<file path="config.mk">
export PLATFORM = sky130hd
export DESIGN_NAME = fir_mac_scheduler_flat
export DESIGN_NICKNAME = d
export VERILOG_FILES = /design/src/rtl/fir_mac_scheduler_if.sv /design/src/rtl/fir_mac_scheduler.sv /design/src/flat_wrapper.sv
export SDC_FILE = /design/constraint.sdc
export NUM_CORES = 1
export LEC_CHECK = 0
export CORE_ASPECT_RATIO = 1.25
export CORE_MARGIN = 5
export CORE_UTILIZATION = 60
export DETAILED_ROUTE_END_ITERATION = 10
export GPL_TIMING_DRIVEN = 0
export PLACE_DENSITY = 0.76
export SETUP_SLACK_MARGIN = 0.5
export SYNTH_ARGS = -nofsm -noshare
export SYNTH_HDL_FRONTEND = slang
export SYNTH_SLANG_ARGS = --single-unit
</file>
<file path="constraint.sdc">
create_clock -name clk -period 25.4 [get_ports clk]
set_input_delay 5.08 -clock clk [delete_from_list [all_inputs] [get_ports clk]]
set_output_delay 5.08 -clock clk [all_outputs]
set_load 0.05 [all_outputs]
</file>
<file path="src/rtl/fir_mac_scheduler_if.sv">
`default_nettype none
// ============================================================================
// Module   : fir_mac_scheduler_if
// Brief    : Sample-in, result-out and coefficient-write bundle for the
//            time-multiplexed FIR engine.
// Revision : 1.0 - initial release
// ============================================================================
interface fir_mac_scheduler_if #(
  parameter int N_TAPS      = 4,
  parameter int DATA_WIDTH  = 18,
  parameter int COEFF_WIDTH = 18
);
  localparam int OUTPUT_WIDTH = DATA_WIDTH + COEFF_WIDTH + $clog2(N_TAPS);
  localparam int ADDR_WIDTH   = $clog2(N_TAPS);

  logic                           in_valid;
  logic                           in_ready;
  logic signed [DATA_WIDTH-1:0]   data_in;
  logic                           out_valid;
  logic                           out_ready;
  logic signed [OUTPUT_WIDTH-1:0] data_out;
  logic                           coeff_wr_en;
  logic        [ADDR_WIDTH-1:0]   coeff_wr_addr;
  logic signed [COEFF_WIDTH-1:0]  coeff_wr_data;

  modport master (
    output in_valid, data_in, out_ready, coeff_wr_en, coeff_wr_addr, coeff_wr_data,
    input  in_ready, out_valid, data_out
  );

  modport slave (
    input  in_valid, data_in, out_ready, coeff_wr_en, coeff_wr_addr, coeff_wr_data,
    output in_ready, out_valid, data_out
  );
endinterface
`default_nettype wire

</file>
<file path="src/rtl/fir_mac_scheduler.sv">
`default_nettype none
// ============================================================================
// Module   : fir_mac_scheduler
// Brief    : FIR filter sharing a single multiplier-accumulator across all
//            taps; optional output clamp and sticky sat_flag via FIR_SAT_EN.
// Revision : 1.0 - initial release
// ============================================================================
module fir_mac_scheduler #(
  parameter int N_TAPS      = 4,
  parameter int DATA_WIDTH  = 18,
  parameter int COEFF_WIDTH = 18,
  parameter int SAT_WIDTH   = 32
) (
  input  logic                  clk,
  input  logic                  reset_n,
  fir_mac_scheduler_if.slave    bus,
  output logic                  busy
`ifdef FIR_SAT_EN
  ,
  output logic                  sat_flag
`endif
);

  localparam int C_TAP_W       = $clog2(N_TAPS);
  localparam int C_PROD_W      = DATA_WIDTH + COEFF_WIDTH;
  localparam int OUTPUT_WIDTH  = C_PROD_W + C_TAP_W;

  typedef enum logic [1:0] {
    S_IDLE = 2'd0,
    S_MAC  = 2'd1,
    S_OUT  = 2'd2
  } state_t;

  state_t                         r_state;
  state_t                         w_state_next;
  logic signed [DATA_WIDTH-1:0]   r_delay [N_TAPS];
  logic signed [COEFF_WIDTH-1:0]  r_coeff [N_TAPS];
  logic signed [OUTPUT_WIDTH-1:0] r_acc;
  logic        [C_TAP_W-1:0]      r_tap;
  logic signed [OUTPUT_WIDTH-1:0] r_data_out;

  logic                           w_in_ready;
  logic                           w_accept;
  logic                           w_last_tap;
  logic                           w_coeff_we;
  logic signed [C_PROD_W-1:0]     w_prod;
  logic signed [OUTPUT_WIDTH-1:0] w_sum;
  logic signed [OUTPUT_WIDTH-1:0] w_result;

  if (N_TAPS < 2 || SAT_WIDTH > OUTPUT_WIDTH) begin : g_param_check
    $error("fir_mac_scheduler: N_TAPS must be >= 2 and SAT_WIDTH <= OUTPUT_WIDTH");
  end

  assign w_in_ready = (r_state == S_IDLE) || ((r_state == S_OUT) && bus.out_ready);
  assign w_accept   = bus.in_valid && w_in_ready;
  assign w_last_tap = (r_tap == C_TAP_W'(N_TAPS - 1));
  // Coefficients only move while nothing is being computed or started.
  assign w_coeff_we = bus.coeff_wr_en && (r_state == S_IDLE) && !w_accept;

  assign w_prod = r_delay[r_tap] * r_coeff[r_tap];
  assign w_sum  = r_acc + {{C_TAP_W{w_prod[C_PROD_W-1]}}, w_prod};

  assign bus.in_ready  = w_in_ready;
  assign bus.out_valid = (r_state == S_OUT);
  assign bus.data_out  = r_data_out;
  assign busy          = (r_state == S_MAC) || (r_state == S_OUT);

`ifdef FIR_SAT_EN
  localparam logic signed [OUTPUT_WIDTH-1:0] C_SAT_MAX =
    {{(OUTPUT_WIDTH-SAT_WIDTH+1){1'b0}}, {(SAT_WIDTH-1){1'b1}}};
  localparam logic signed [OUTPUT_WIDTH-1:0] C_SAT_MIN =
    {{(OUTPUT_WIDTH-SAT_WIDTH+1){1'b1}}, {(SAT_WIDTH-1){1'b0}}};

  logic w_clamp;
  logic r_sat_flag;

  always_comb begin
    w_result = w_sum;
    w_clamp  = 1'b0;
    if (w_sum > C_SAT_MAX) begin
      w_result = C_SAT_MAX;
      w_clamp  = 1'b1;
    end else if (w_sum < C_SAT_MIN) begin
      w_result = C_SAT_MIN;
      w_clamp  = 1'b1;
    end
  end

  always_ff @(posedge clk or negedge reset_n) begin
    if (!reset_n) begin
      r_sat_flag <= 1'b0;
    end else if ((r_state == S_MAC) && w_last_tap && w_clamp) begin
      r_sat_flag <= 1'b1;
    end
  end

  assign sat_flag = r_sat_flag;
`else
  assign w_result = w_sum;
`endif

  always_ff @(posedge clk or negedge reset_n) begin
    if (!reset_n) begin
      r_state <= S_IDLE;
    end else begin
      r_state <= w_state_next;
    end
  end

  always_comb begin
    w_state_next = r_state;
    case (r_state)
      S_IDLE: begin
        if (w_accept) w_state_next = S_MAC;
      end
      S_MAC: begin
        if (w_last_tap) w_state_next = S_OUT;
      end
      S_OUT: begin
        if (bus.out_ready) w_state_next = bus.in_valid ? S_MAC : S_IDLE;
      end
      default: w_state_next = S_IDLE;
    endcase
  end

  always_ff @(posedge clk or negedge reset_n) begin
    if (!reset_n) begin
      r_acc      <= '0;
      r_tap      <= '0;
      r_data_out <= '0;
    end else if (w_accept) begin
      r_acc <= '0;
      r_tap <= '0;
    end else if (r_state == S_MAC) begin
      r_acc <= w_sum;
      r_tap <= r_tap + C_TAP_W'(1);
      if (w_last_tap) r_data_out <= w_result;
    end
  end

  always_ff @(posedge clk or negedge reset_n) begin
    if (!reset_n) begin
      for (int k = 0; k < N_TAPS; k++) begin
        r_delay[k] <= '0;
      end
    end else if (w_accept) begin
      r_delay[0] <= bus.data_in;
      for (int k = 1; k < N_TAPS; k++) begin
        r_delay[k] <= r_delay[k-1];
      end
    end
  end

  // Out-of-range addresses match no tap and are thereby dropped.
  always_ff @(posedge clk or negedge reset_n) begin
    if (!reset_n) begin
      for (int k = 0; k < N_TAPS; k++) begin
        r_coeff[k] <= COEFF_WIDTH'(10 * (k + 1));
      end
    end else if (w_coeff_we) begin
      for (int k = 0; k < N_TAPS; k++) begin
        if (int'(bus.coeff_wr_addr) == k) r_coeff[k] <= bus.coeff_wr_data;
      end
    end
  end

endmodule
`default_nettype wire

</file>
<file path="src/flat_wrapper.sv">
// flat-port wrapper written by rule: the top's interface ports become plain ports
module fir_mac_scheduler_flat 
#(
  parameter int N_TAPS      = 4,
  parameter int DATA_WIDTH  = 18,
  parameter int COEFF_WIDTH = 18,
  parameter int SAT_WIDTH   = 32
)
  (clk, reset_n, busy, bus_in_valid, bus_data_in, bus_out_ready, bus_coeff_wr_en, bus_coeff_wr_addr, bus_coeff_wr_data, bus_in_ready, bus_out_valid, bus_data_out);
  fir_mac_scheduler_if #(.N_TAPS(N_TAPS), .DATA_WIDTH(DATA_WIDTH), .COEFF_WIDTH(COEFF_WIDTH)) bus_i ();
  input  logic clk;
  input  logic reset_n;
  output logic busy;
  input wire logic [$bits(bus_i.in_valid)-1:0] bus_in_valid;
  input wire logic [$bits(bus_i.data_in)-1:0] bus_data_in;
  input wire logic [$bits(bus_i.out_ready)-1:0] bus_out_ready;
  input wire logic [$bits(bus_i.coeff_wr_en)-1:0] bus_coeff_wr_en;
  input wire logic [$bits(bus_i.coeff_wr_addr)-1:0] bus_coeff_wr_addr;
  input wire logic [$bits(bus_i.coeff_wr_data)-1:0] bus_coeff_wr_data;
  output wire logic [$bits(bus_i.in_ready)-1:0] bus_in_ready;
  output wire logic [$bits(bus_i.out_valid)-1:0] bus_out_valid;
  output wire logic [$bits(bus_i.data_out)-1:0] bus_data_out;
  assign bus_i.in_valid = bus_in_valid;
  assign bus_i.data_in = bus_data_in;
  assign bus_i.out_ready = bus_out_ready;
  assign bus_i.coeff_wr_en = bus_coeff_wr_en;
  assign bus_i.coeff_wr_addr = bus_coeff_wr_addr;
  assign bus_i.coeff_wr_data = bus_coeff_wr_data;
  assign bus_in_ready = bus_i.in_ready;
  assign bus_out_valid = bus_i.out_valid;
  assign bus_data_out = bus_i.data_out;
  fir_mac_scheduler #(.N_TAPS(N_TAPS), .DATA_WIDTH(DATA_WIDTH), .COEFF_WIDTH(COEFF_WIDTH), .SAT_WIDTH(SAT_WIDTH)) u_core (.clk(clk), .reset_n(reset_n), .bus(bus_i), .busy(busy));
endmodule
</file>
## After elaboration in Yosys (flattened, before gate mapping)

Index checks and enable logic that the tools add are counted.

- Register bits after elaboration: 224
- Output and inout bits: 41
- Word-level logic and storage cells: 58

- Add/subtract/negate cells: 2
- Multiply operators: 1
- Magnitude comparators: 1
- Eq/ne operators: 9
- Muxes and demuxes: 15
- Bitwise gates (word level): 2
- Reductions and logical operators: 16

Operators by type and width:

| cell | number |
|---|---|
| $mux W38 | 2 |
| $bmux W18 S2 | 2 |
| $mux W18 | 4 |
| $add A38 B38 Y38 | 1 |
| $mul A18 B18 Y36 | 1 |
| $mux W2 | 5 |
| $eq A2 B2 Y1 const B | 4 |
| $reduce_and A2 Y1 | 4 |
| $pmux W2 S3 | 1 |
| $reduce_and A3 Y1 | 2 |
| $eq A2 B1 Y1 const B | 2 |
| $logic_and A1 B1 Y1 | 4 |
| $logic_not A2 Y1 | 2 |
| $ne A2 B1 Y1 const B | 2 |
| $ge A3 B3 Y1 const B | 1 |
| $not A2 Y3 | 1 |
| $add A2 B1 Y2 const B | 1 |
| $logic_or A1 B1 Y1 | 2 |
| $ne A2 B2 Y1 const B | 1 |
| $reduce_bool A2 Y1 | 1 |
| $logic_not A1 Y1 | 1 |
| $mux W1 | 1 |
| $not A1 Y1 | 1 |

## Depth between registers and ports, before layout

Gate-level depths: netlist of the first run.

- Depth after elaboration: 8
- Depth in mapped cells: 42

## Worst setup path before layout of the first run

Ideal clock, no wire load.

- Path kind: input-to-output
- Start point: input port bus_out_ready
- End point: output port bus_in_ready
- Data arrival time: 5.471 ns
- Setup slack: 14.849 ns
- Stages: 1
- Cell sequence: a21o_1

- Cells in the longest elaborated chain, start to end: 2

RTL lines:

| element | line | source |
|---|---|---|
| start, declared | flat_wrapper.sv:16 | `input wire logic [$bits(bus_i.out_ready)-1:0] bus_out_ready;` |
| $logic_and A1 B1 Y1 | fir_mac_scheduler.sv:54 | `assign w_in_ready = (r_state == S_IDLE) \|\| ((r_state == S_OUT) && bus.out_ready);` |
| $logic_or A1 B1 Y1 | fir_mac_scheduler.sv:54 |  |
| end, declared | flat_wrapper.sv:20 | `output wire logic [$bits(bus_i.in_ready)-1:0] bus_in_ready;` |

No other way between the ends.

## Final worst setup path of the first run

Ends and elaborated chain as after synthesis.

==> tab_implementation.tex, run 1 <==
\begin{tabular}{lr}
\hline
Metric & Value \\
\hline
\multicolumn{2}{l}{\textbf{Clock network}} \\
\quad CTS Root Cell & clkbuf\_16 \\
\quad Count of buffers added by post-CTS timing repair for setup & 0 \\
\quad Number of levels in the clock H-tree & 1 \\
\quad CTS resizes & 0 \\
\quad \# hold bufs at CTS & 0 \\
\quad CTS tree & yes \\
\quad Number of CTS-inserted buffers & 24 \\
\quad Number of buffers between clock root and the deepest sink & 3 \\
\quad Clock Sink Count & 224 \\
\quad Clk Latency, worst-skew pair & 0.56 ns \\
\quad Clock-pin slew on the worst setup and hold paths & 0.06 ns \\
\multicolumn{2}{l}{\textbf{Yosys}} \\
\quad Number of instances in the synthesized netlist & 2513 \\
\quad Seq/Total Area, Yosys & 24.1\% \\
\quad Ys async rst share & 100\% \\
\quad EDFF count, synth & 0 \\
\quad Area of the mapped netlist & 23300 um2 \\
\quad Flip-flop cell with the highest count after synthesis & dfrtp\_1 \\
\quad Count of state elements after synthesis & 224 \\
\quad Top area cells in the synthesized netlist & fa\_1, dfrtp\_1, nand2\_1 \\
\quad Yosys top cell area share & 28.3\% \\
\quad Count of unique library cells instantiated by Yosys & 66 \\
\quad Synthesized Nets & 3022 \\
\quad Yosys warning count & 0 \\
\quad Post-Synthesis Mean Instance Area & 9.29 um2 \\
\quad Largest area contributor in the synthesized netlist & fa\_1 \\
\multicolumn{2}{l}{\textbf{Worst setup path}} \\
\quad Crit path largest cell delay & 0.82 ns \\
\quad Kind of critical path & in2out \\
\quad Max Fanout on Critical Path & 3 \\
\quad CP Capture Type & output pin \\
\quad Total buffers and inverters traversed by the critical path & 2 \\
\quad Required arrival time at the worst endpoint & 20.32 ns \\
\quad Ordered cell list for the critical path & clkdlybuf4s50\_1, a21o\_1, clkdlybuf4s50\_1 \\
\quad Largest delay contributor family on the critical path & buffers and inverters \\
\quad Crit path depth & 3 \\
\quad Cell occurring most often along the worst timing path & clkdlybuf4s50\_1 \\
\quad Type of element launching the critical path & primary input \\
\quad Depth of the most critical reg-to-reg path & 36 \\
\quad Arrival time worst endpoint & 6.53 ns \\
\quad Worst path slowest cell & clkdlybuf4s50\_1 \\
\multicolumn{2}{l}{\textbf{Global route}} \\
\quad Antenna violations before repair & 0 \\
\quad Most used routing layer in global routing & met2 \\
\quad Total GRT Usage & 29.3\% \\
\quad Met3 global-route usage & 4.06\% \\
\quad Met2 Use GR & 49.3\% \\
\quad Number of global-route vias before repair & 18900 \\
\quad Final global-route overflow total & 0 \\
\quad Pin count of the biggest net entering global routing & 119 \\
\quad Global-route wire length before repair & 101 mm \\
\quad GR Util met1 & 39.0\% \\
\multicolumn{2}{l}{\textbf{Final layout}} \\
\quad Most frequent cells in the layout & nand2\_1, inv\_1, fa\_1, dfrtp\_1, nor2\_1 \\
\quad FILL cells & 3113 \\
\quad Synthesis-to-finish area growth & 9.99\% \\
\quad Antenna fix cells & 0 \\
\quad Layout cell share with drive strength beyond 1 & 7.31\% \\
\quad Fin nets & 3133 \\
\quad Number of cells in the finished layout apart from fillers & 3134 \\
\quad Multi-input gate area in the final layout & 15900 um2 \\
\quad Storage cell area & 5620 um2 \\
\quad Most common cell after layout, fill and taps aside & nand2\_1 \\
\multicolumn{2}{l}{\textbf{Die}} \\
\quad Core ar. & 38300 um2 \\
\quad Floorplan die height & 230 um \\
\quad Die area & 43000 um2 \\
\quad IO Pins & 84 \\
\quad \# rows & 80 \\
\quad Initial core utilization & 60.9\% \\
\quad Floorplan die width & 186 um \\
\multicolumn{2}{l}{\textbf{Route}} \\
\quad Remaining DRCs & 0 \\
\quad Via count & 18100 \\
\quad DR pass1 iterations & 5 \\
\quad Via-per-instance ratio & 5.78 \\
\quad First DRT Iteration DRCs & 1298 \\
\quad Residual antenna-violating net count after detailed routing & 0 \\
\quad WL per Instance & 19.9 um \\
\quad Routed WL & 62.5 mm \\
\multicolumn{2}{l}{\textbf{STA}} \\
\quad Clock period minus final worst setup slack & 11.61 ns \\
\quad Number of failing hold endpoints at the final stage & 0 \\
\quad Final clock period utilization by the worst path & 45.7\% \\
\quad Transition time of the tightest slew-check pin & 1.22 ns \\
\quad RSZ-0062 raised after global routing & no \\
\quad Clock tree skew after final layout & 0.0221 ns \\
\quad Highest clock frequency the design can meet & 86.1 MHz \\
\quad Count of final setup violators & 0 \\
\quad Number of pins exceeding their max-slew limit in the final report & 0 \\
\quad Setup\_tns & 0 ns \\
\quad Max-Slew Margin vs Limit & 17.9\% \\
\multicolumn{2}{l}{\textbf{Placement}} \\
\quad Routability congestion estimate from global placement & 0.991 \\
\quad Post-DP HPWL & 50.5 mm \\
\quad IO Port Bufs & 83 \\
\quad Cell count after placement & 3089 \\
\multicolumn{2}{l}{\textbf{Min path}} \\
\quad Number of cells traversed by the worst hold path & 2 \\
\quad Worst hold-check path type & reg2reg \\
\multicolumn{2}{l}{\textbf{Run}} \\
\quad Max-cap violations & 0 \\
\multicolumn{2}{l}{\textbf{Run status}} \\
\quad Result of the run & finished, final reports clean \\
\hline
\end{tabular}
[cell type report]
| cell class | count | share of cell area, % |
|---|---|---|
| clock inverters | 9 | 0.526 |
| repair buffers | 85 | 3.38 |
| inverters | 395 | 5.78 |
| flip-flops and latches | 224 | 21.9 |
| well taps | 492 | 2.40 |
| multi-input cells | 1800 | 61.8 |
| clock buffers | 35 | 2.77 |
| plain buffers | 94 | 1.46 |
[registers in the layout (all words and copies together), names as in the netlist]
signal	cells
u_core.r_delay	72
u_core.r_coeff	72
u_core.r_acc	38
u_core.bus.data_out	38
u_core.r_tap	2
u_core.r_state	2
[cells in the mapped netlist (12+ instances only)]
cell type and instances:
a211oi_1 13, a21o_1 16, a21oi_1 64, and2_1 29
clkbuf_1 82, dfrtp_1 214, fa_1 330, ha_1 136
inv_1 394, mux2_2 104, mux2i_1 33, nand2_1 485
nand2b_1 13, nand3_1 15, nand4_1 12, nor2_1 200
nor2b_1 18, o21a_1 43, o21ai_0 89, o21ai_1 42
xnor2_1 45, xor2_1 27
[per-stage QoR]
step                      worst slack, ns  hold WS (ns)  area, um2  util [%]
after global placement              10.02         0.453      24800      64.6
after CTS                           13.79         0.473      25700      66.9
after global routing                13.77         0.505      25700      66.9
final                               13.79         0.478      25700      66.9
after floorplan                     14.85         0.441      23300         -
after detailed placement            13.80         0.458      24800      64.7
[tightest hold or removal path: stages, from the launching register on]
cell	delay, ns
dfrtp_1	0.34
nand2_1	0.05
nand2_1	0.05
[final timing paths]
check | start | end | slack, ns
worst max-delay path | bus_out_ready | bus_in_ready | 13.79
worst min-delay path | u_core.r_delay[13] | u_core.r_delay[13] | 0.48
worst max register to register | u_core.r_tap[1] | u_core.r_acc[34] | 14.28
worst min register to register | u_core.r_delay[13] | u_core.r_delay[13] | 0.48
max in group asynchronous | reset_n | u_core.r_coeff[45] | 19.70
min in group asynchronous | reset_n | u_core.bus.data_out[26] | 4.60
[kinds of logic (layout without fill, tap and decap cells)]
kind of cell               after synthesis  after routing  share of synthesized area [%]
buffers and inverters                  489            618                           7.96
xor gates and xnor gates                73             73                           2.77
AOI/OAI and AO/OA                      309            309                           8.18
and+or+nand+nor                        808            808                           14.3
muxes                                  144            144                           7.11
adders and majority gates              466            466                           35.6
DFF                                    224            224                           24.1
[routing by layer]
layer,part of all wire (%),up-vias
li1,-,8089
met1,40,9237
met2,49,645
met3,6.7,155
met4,4.5,0
met5,0,-
Power of run 1 is left out: the tool's default activity adds up to more than one toggle a clock period on the data nets, which glitch-free logic cannot reach.
==> inputs of run 2 (changes only) <==
--- a/config.mk
+++ b/config.mk
@@ -7,10 +7,10 @@
 export LEC_CHECK = 0
 export CORE_ASPECT_RATIO = 1.25
 export CORE_MARGIN = 5
-export CORE_UTILIZATION = 60
+export CORE_UTILIZATION = 58
 export DETAILED_ROUTE_END_ITERATION = 10
 export GPL_TIMING_DRIVEN = 0
-export PLACE_DENSITY = 0.76
+export PLACE_DENSITY = 0.77
 export SETUP_SLACK_MARGIN = 0.5
 export SYNTH_ARGS = -nofsm -noshare
 export SYNTH_HDL_FRONTEND = slang
==> constraint.sdc (replaced) <==
create_clock -name clk -period 9.5 [get_ports clk]
set_input_delay 1.9 -clock clk [delete_from_list [all_inputs] [get_ports clk]]
set_output_delay 1.9 -clock clk [all_outputs]
set_load 0.05 [all_outputs]
==> run 2 against run 1 <==
  * First-iteration DRC count is 9.4% higher
  * Worst setup slack worse by 13 ns
  * Wire length up 9.3%
  * Global-route usage is 0.76 points higher
  * Final cell count increased by 3.5%
  * Non-clock buffer count grew 97
==> tab_implementation.tex, run 2 (same netlist as run 1, synthesis figures left out) <==
\begin{tabular}{lr}
\hline
Metric & Value \\
\hline
\multicolumn{2}{l}{\textbf{Run status}} \\
\quad Result of the run & finished, final reports clean \\
\multicolumn{2}{l}{\textbf{Worst setup path}} \\
\quad Required arrival time at the worst endpoint & 9.91 ns \\
\quad Reg2Reg Launch Point & u\_core.r\_tap[1] \\
\quad Depth of the most critical reg-to-reg path & 36 \\
\quad CP Capture Type & register \\
\quad Register-to-Register Setup Slack & 0.49 ns \\
\quad Cell occurring most often along the worst timing path & fa\_1 \\
\quad Kind of critical path & reg2reg \\
\quad Arrival time worst endpoint & 9.42 ns \\
\quad Type of element launching the critical path & register \\
\quad Capturing point of the worst reg2reg path & u\_core.r\_acc[34] \\
\quad Max Fanout on Critical Path & 10 \\
\quad Crit path largest cell delay & 0.58 ns \\
\quad Worst path slowest cell & fa\_1 \\
\multicolumn{2}{l}{\textbf{STA}} \\
\quad Number of pins exceeding their max-slew limit in the final report & 0 \\
\quad Clock period minus final worst setup slack & 9.01 ns \\
\quad Setup WS post-layout & 0.494 ns \\
\quad RSZ-0062 raised after global routing & yes \\
\quad Clock tree skew after final layout & 0.0249 ns \\
\quad Transition time of the tightest slew-check pin & 1.03 ns \\
\quad Number of failing hold endpoints at the final stage & 0 \\
\quad Count of final setup violators & 0 \\
\quad Final clock period utilization by the worst path & 94.8\% \\
\quad Worst Hold Margin & 0.477 ns \\
\quad Highest clock frequency the design can meet & 111 MHz \\
\quad Setup\_tns & 0 ns \\
\quad Max-Slew Margin vs Limit & 31.3\% \\
\multicolumn{2}{l}{\textbf{Clock network}} \\
\quad Clk Latency, worst-skew pair & 0.57 ns \\
\quad Clock Sink Count & 224 \\
\quad CTS Root Cell & clkbuf\_16 \\
\quad Number of CTS-inserted buffers & 25 \\
\quad Number of levels in the clock H-tree & 1 \\
\quad Number of buffers between clock root and the deepest sink & 3 \\
\quad Clock-pin slew on the worst setup and hold paths & 0.06 ns \\
\quad CTS tree & yes \\
\multicolumn{2}{l}{\textbf{Min path}} \\
\quad Worst hold-check path type & reg2reg \\
\quad Number of cells traversed by the worst hold path & 2 \\
\quad Startpoint of the tightest hold check path & u\_core.bus.data\_out[27] \\
\quad Capture endpoint of the worst hold path & u\_core.bus.data\_out[27] \\
\multicolumn{2}{l}{\textbf{Route}} \\
\quad DR pass1 iterations & 5 \\
\quad WL per Instance & 21.0 um \\
\quad Remaining DRCs & 0 \\
\quad Via-per-instance ratio & 5.79 \\
\quad Via count & 18800 \\
\quad Routed WL & 68.3 mm \\
\quad First DRT Iteration DRCs & 1420 \\
\quad Residual antenna-violating net count after detailed routing & 0 \\
\multicolumn{2}{l}{\textbf{Final layout}} \\
\quad Final Instance Area & 28000 um2 \\
\quad Fin nets & 3231 \\
\quad Most common cell after layout, fill and taps aside & nand2\_1 \\
\quad Most frequent cells in the layout & nand2\_1, inv\_1, fa\_1, dfrtp\_1, nor2\_1 \\
\quad Synthesis-to-finish area growth & 19.8\% \\
\quad Largest registers in the final layout & u\_core.r\_coeff: 72 flops, u\_core.r\_delay: 72 flops \\
\quad Layout cell share with drive strength beyond 1 & 17.5\% \\
\multicolumn{2}{l}{\textbf{Placement}} \\
\quad Dpl cell area & 24800 um2 \\
\quad Routability congestion estimate from global placement & 0.953 \\
\quad Post-DP HPWL & 51.0 mm \\
\quad IO Port Bufs & 83 \\
\quad Setup slack after placement & -1.38 ns \\
\multicolumn{2}{l}{\textbf{Die}} \\
\quad \# rows & 82 \\
\quad Core ar. & 39900 um2 \\
\quad IO Pins & 84 \\
\quad Floorplan die width & 189 um \\
\quad Initial core utilization & 58.5\% \\
\quad Floorplan die height & 234 um \\
\quad Die area & 44400 um2 \\
\multicolumn{2}{l}{\textbf{Global route}} \\
\quad Final global-route overflow total & 0 \\
\quad Global-route wire length before repair & 104 mm \\
\quad Pin count of the biggest net entering global routing & 133 \\
\quad Total GRT Usage & 30.1\% \\
\quad Number of global-route vias before repair & 19400 \\
\quad Antenna violations before repair & 1 \\
\multicolumn{2}{l}{\textbf{Run}} \\
\quad Max-cap violations & 0 \\
\hline
\end{tabular}
[run 2: cell types whose count changed in the layout (fill, tap and decap cells not counted), moves of 11 or more]
cell	change
fa_1	-11
clkbuf_1	-51
mux2i_1	-11
buf_4	+94
o21ai_0	-12
fa_2	+11
ha_1	-15
buf_8	+11
buf_6	+13
a21oi_1	-12
o21ai_4	+28
o21ai_1	-21
[run 2: layer usage]
layer	wire [um]	global-route usage, %
met2	33600	50.4
met1	25500	38.1
met4	3880	15.4
met5	0	0
met3	5240	4.94
[run 2: area by class of cell]
type | count | area [um2]
multi-input cells | 1800 | 16800
fillers | 2868 | 12000
flip-flops and latches | 224 | 5620
repair buffers | 182 | 1710
inverters | 395 | 1490
plain buffers | 94 | 791
clock buffers | 28 | 667
well taps | 504 | 631
clock inverters | 17 | 249
diodes | 1 | 2.50
[run 2: stage by stage]
| stage | std cells | util, % |
|---|---|---|
| CTS | 3179 | 66.9 |
| detailed placement | 3101 | 62.2 |
| floorplan | 2513 | - |
| global route | 3244 | 70.0 |
| finish | 3245 | 70.0 |
| global placement | 3100 | 62.1 |
[run 2: worst max-delay path by stage]
| stage | from | to |
|---|---|---|
| after floorplan | u_core.r_tap[1] | u_core.r_acc[37] |
| after global placement | reset_n | u_core.r_coeff[66] |
| after detailed placement | u_core.r_tap[1] | u_core.r_acc[34] |
| after CTS | u_core.r_tap[1] | u_core.r_acc[34] |
| after global routing | u_core.r_tap[1] | u_core.r_acc[34] |
| final | u_core.r_tap[1] | u_core.r_acc[34] |
[run 2: timing repair]
| item | 4_1_cts | 5_1_grt |
|---|---|---|
| endpoints found under the setup margin | 45 | 25 |
| pin swaps | 24 | 88 |
| gates cloned | 1 | 4 |
| setup buffers | 32 | 61 |
| hold buffers | 0 | 0 |
| resized for setup | 204 | 180 |
| hold endpoints to repair | 0 | 0 |
[run 2: critical path, delay by kind of cell, from the launching register on]
kind / cells / cell delay [ns]
compound gates: 10 / 2.11
simple gates: 9 / 1.53
buf+inv: 6 / 0.70
xor+xnor: 2 / 0.40
fa+ha+maj: 8 / 3.45
flops: 1 / 0.47
mux: 1 / 0.18
Power of run 2 is left out for the same reason.
==> inputs of run 3 (changes only) <==
--- a/config.mk
+++ b/config.mk
@@ -7,10 +7,10 @@
 export LEC_CHECK = 0
 export CORE_ASPECT_RATIO = 1.25
 export CORE_MARGIN = 5
-export CORE_UTILIZATION = 58
+export CORE_UTILIZATION = 35
 export DETAILED_ROUTE_END_ITERATION = 10
 export GPL_TIMING_DRIVEN = 0
-export PLACE_DENSITY = 0.77
+export PLACE_DENSITY = 0.5
 export SETUP_SLACK_MARGIN = 0.5
 export SYNTH_ARGS = -nofsm -noshare
 export SYNTH_HDL_FRONTEND = slang
==> run 3 against run 2 <==
  * Worst hold slack barely moved
  * First-iteration DRC count shrank 14%
  * Sequential share of layout area down 0.52 points
  * Die area up 62%
  * Critical path type unchanged
  * Count of clock-buffer cells in the layout increased by 9
  * Global-route usage fell by 10 points
  * Flip-flop and latch count is the same
  * Wire length grew 8.4%
  * Final cell count increased by 12%
  * Worst setup slack better by 0.083 ns
  * Register-to-register slack improved by 0.08 ns
  * Critical path depth rose by 1
==> tab_implementation.tex, run 3 (same netlist as run 1, synthesis figures left out) <==
\begin{tabular}{lr}
\hline
Metric & Value \\
\hline
\multicolumn{2}{l}{\textbf{Run status}} \\
\quad Result of the run & finished, final reports clean \\
\multicolumn{2}{l}{\textbf{Clock network}} \\
\quad Number of levels in the clock H-tree & 1 \\
\quad CTS tree & yes \\
\quad Number of buffers between clock root and the deepest sink & 3 \\
\quad Clock-pin slew on the worst setup and hold paths & 0.07 ns \\
\quad CTS Root Cell & clkbuf\_16 \\
\quad Clk Latency, worst-skew pair & 0.57 ns \\
\quad Clock Sink Count & 224 \\
\quad Number of CTS-inserted buffers & 26 \\
\multicolumn{2}{l}{\textbf{Die}} \\
\quad Floorplan die width & 241 um \\
\quad IO Pins & 84 \\
\quad \# rows & 105 \\
\quad Floorplan die height & 299 um \\
\quad Initial core utilization & 35.5\% \\
\quad Core ar. & 65800 um2 \\
\quad Die area & 72000 um2 \\
\multicolumn{2}{l}{\textbf{Worst setup path}} \\
\quad Required arrival time at the worst endpoint & 10.00 ns \\
\quad Worst path slowest cell & fa\_2 \\
\quad Register-to-Register Setup Slack & 0.58 ns \\
\quad Type of element launching the critical path & register \\
\quad Cell occurring most often along the worst timing path & fa\_1 \\
\quad Total buffers and inverters traversed by the critical path & 9 \\
\quad Crit path largest cell delay & 0.59 ns \\
\quad Kind of critical path & reg2reg \\
\quad Arrival time worst endpoint & 9.42 ns \\
\quad Max Fanout on Critical Path & 6 \\
\quad CP Capture Type & register \\
\quad Largest delay contributor family on the critical path & adder cells \\
\multicolumn{2}{l}{\textbf{Final layout}} \\
\quad Fin nets & 3267 \\
\quad Largest registers in the final layout & u\_core.r\_coeff: 72 flops, u\_core.r\_delay: 72 flops \\
\quad Most frequent cells in the layout & nand2\_1, inv\_1, fa\_1, dfrtp\_1, nor2\_1 \\
\quad Layout cell share with drive strength beyond 1 & 19.2\% \\
\quad Most common cell after layout, fill and taps aside & nand2\_1 \\
\quad Synthesis-to-finish area growth & 23.0\% \\
\multicolumn{2}{l}{\textbf{STA}} \\
\quad Clock period minus final worst setup slack & 8.92 ns \\
\quad Number of failing hold endpoints at the final stage & 0 \\
\quad Number of pins exceeding their max-slew limit in the final report & 0 \\
\quad Clock tree skew after final layout & 0.0166 ns \\
\quad Final clock period utilization by the worst path & 93.9\% \\
\quad Max-Slew Margin vs Limit & 23.7\% \\
\quad Highest clock frequency the design can meet & 112 MHz \\
\quad RSZ-0062 raised after global routing & yes \\
\quad Transition time of the tightest slew-check pin & 1.14 ns \\
\quad Count of final setup violators & 0 \\
\quad Setup\_tns & 0 ns \\
\multicolumn{2}{l}{\textbf{Min path}} \\
\quad Worst hold-check path type & reg2reg \\
\multicolumn{2}{l}{\textbf{Route}} \\
\quad DR pass1 iterations & 5 \\
\quad Via count & 18400 \\
\quad WL per Instance & 20.4 um \\
\quad First DRT Iteration DRCs & 1225 \\
\quad Remaining DRCs & 0 \\
\quad Routed WL & 74.0 mm \\
\quad Via-per-instance ratio & 5.05 \\
\quad Residual antenna-violating net count after detailed routing & 0 \\
\multicolumn{2}{l}{\textbf{Global route}} \\
\quad Total GRT Usage & 20.2\% \\
\quad Number of global-route vias before repair & 19300 \\
\quad Antenna violations before repair & 0 \\
\quad Final global-route overflow total & 0 \\
\quad Global-route wire length before repair & 112 mm \\
\quad Pin count of the biggest net entering global routing & 124 \\
\multicolumn{2}{l}{\textbf{Placement}} \\
\quad Post-DP HPWL & 57.4 mm \\
\quad IO Port Bufs & 83 \\
\quad Routability congestion estimate from global placement & 0.920 \\
\multicolumn{2}{l}{\textbf{Run}} \\
\quad Max-cap violations & 0 \\
\hline
\end{tabular}
## run 3: changes by cell type in the layout (fill, tap and decap cells not counted), sizes merged
cell      before  now
buf          138  172
bufinv         5    4
clkbuf        84   94
clkinv         8    4
clkinvlp       5    3
## run 3: layer usage
metal,share of wire (%),GRT usage [%]
met1,42,26.0
met2,50,35.1
met3,3.8,1.99
met4,4.3,7.40
met5,0,0
## run 3: worst min-delay path, delay by kind of cell (launching register included)
kind             cells  cell delay (ns)
and+or+nand+nor      2             0.11
DFF                  1             0.34
## run 3: cell type report
class                           count  area [um2]
Buffer                             94         816
Clock buffer                       37         762
Tap cell                          856        1070
Sequential cell                   224        5620
Inverter                          395        1490
Fill cell                        6486       37100
Antenna cell                        1        2.50
Timing Repair Buffer              217        1990
Multi-Input combinational cell   1800       16800
Clock inverter                     10         178
## run 3: timing repair
action,in CTS,in global routing
endpoints found under the hold margin,0,0
setup endpoints to repair,47,26
hold buffers,0,0
setup buffers,52,75
gates resized for setup,235,188
pin swaps,35,80
cloned,0,6
## run 3: worst paths after layout
path / from / endpoint / depth (start not counted)
worst max register to register: u_core.r_tap[1] / u_core.r_acc[37] / 37
worst min register to register: u_core.r_delay[0] / u_core.r_delay[0] / 2
worst min-delay path: u_core.r_delay[0] / u_core.r_delay[0] / 2
worst max-delay path: u_core.r_tap[1] / u_core.r_acc[37] / 37
max in group asynchronous: reset_n / u_core.r_coeff[67] / 2
min in group asynchronous: reset_n / u_core.bus.data_out[34] / 1
## run 3: metrics by stage
step                      instances  cell area, um2  setup slack, ns  hold WS [ns]  util, %
after floorplan                2513           23300            0.611         0.441        -
after global placement         3452           25200            -3.26         0.453     38.3
after detailed placement       3453           25300            -1.94         0.463     38.4
after CTS                      3552           27500            0.474         0.478     41.8
after global routing           3633           28700            0.280         0.489     43.6
final                          3634           28700            0.578         0.477     43.6
Power of run 3 is left out for the same reason.
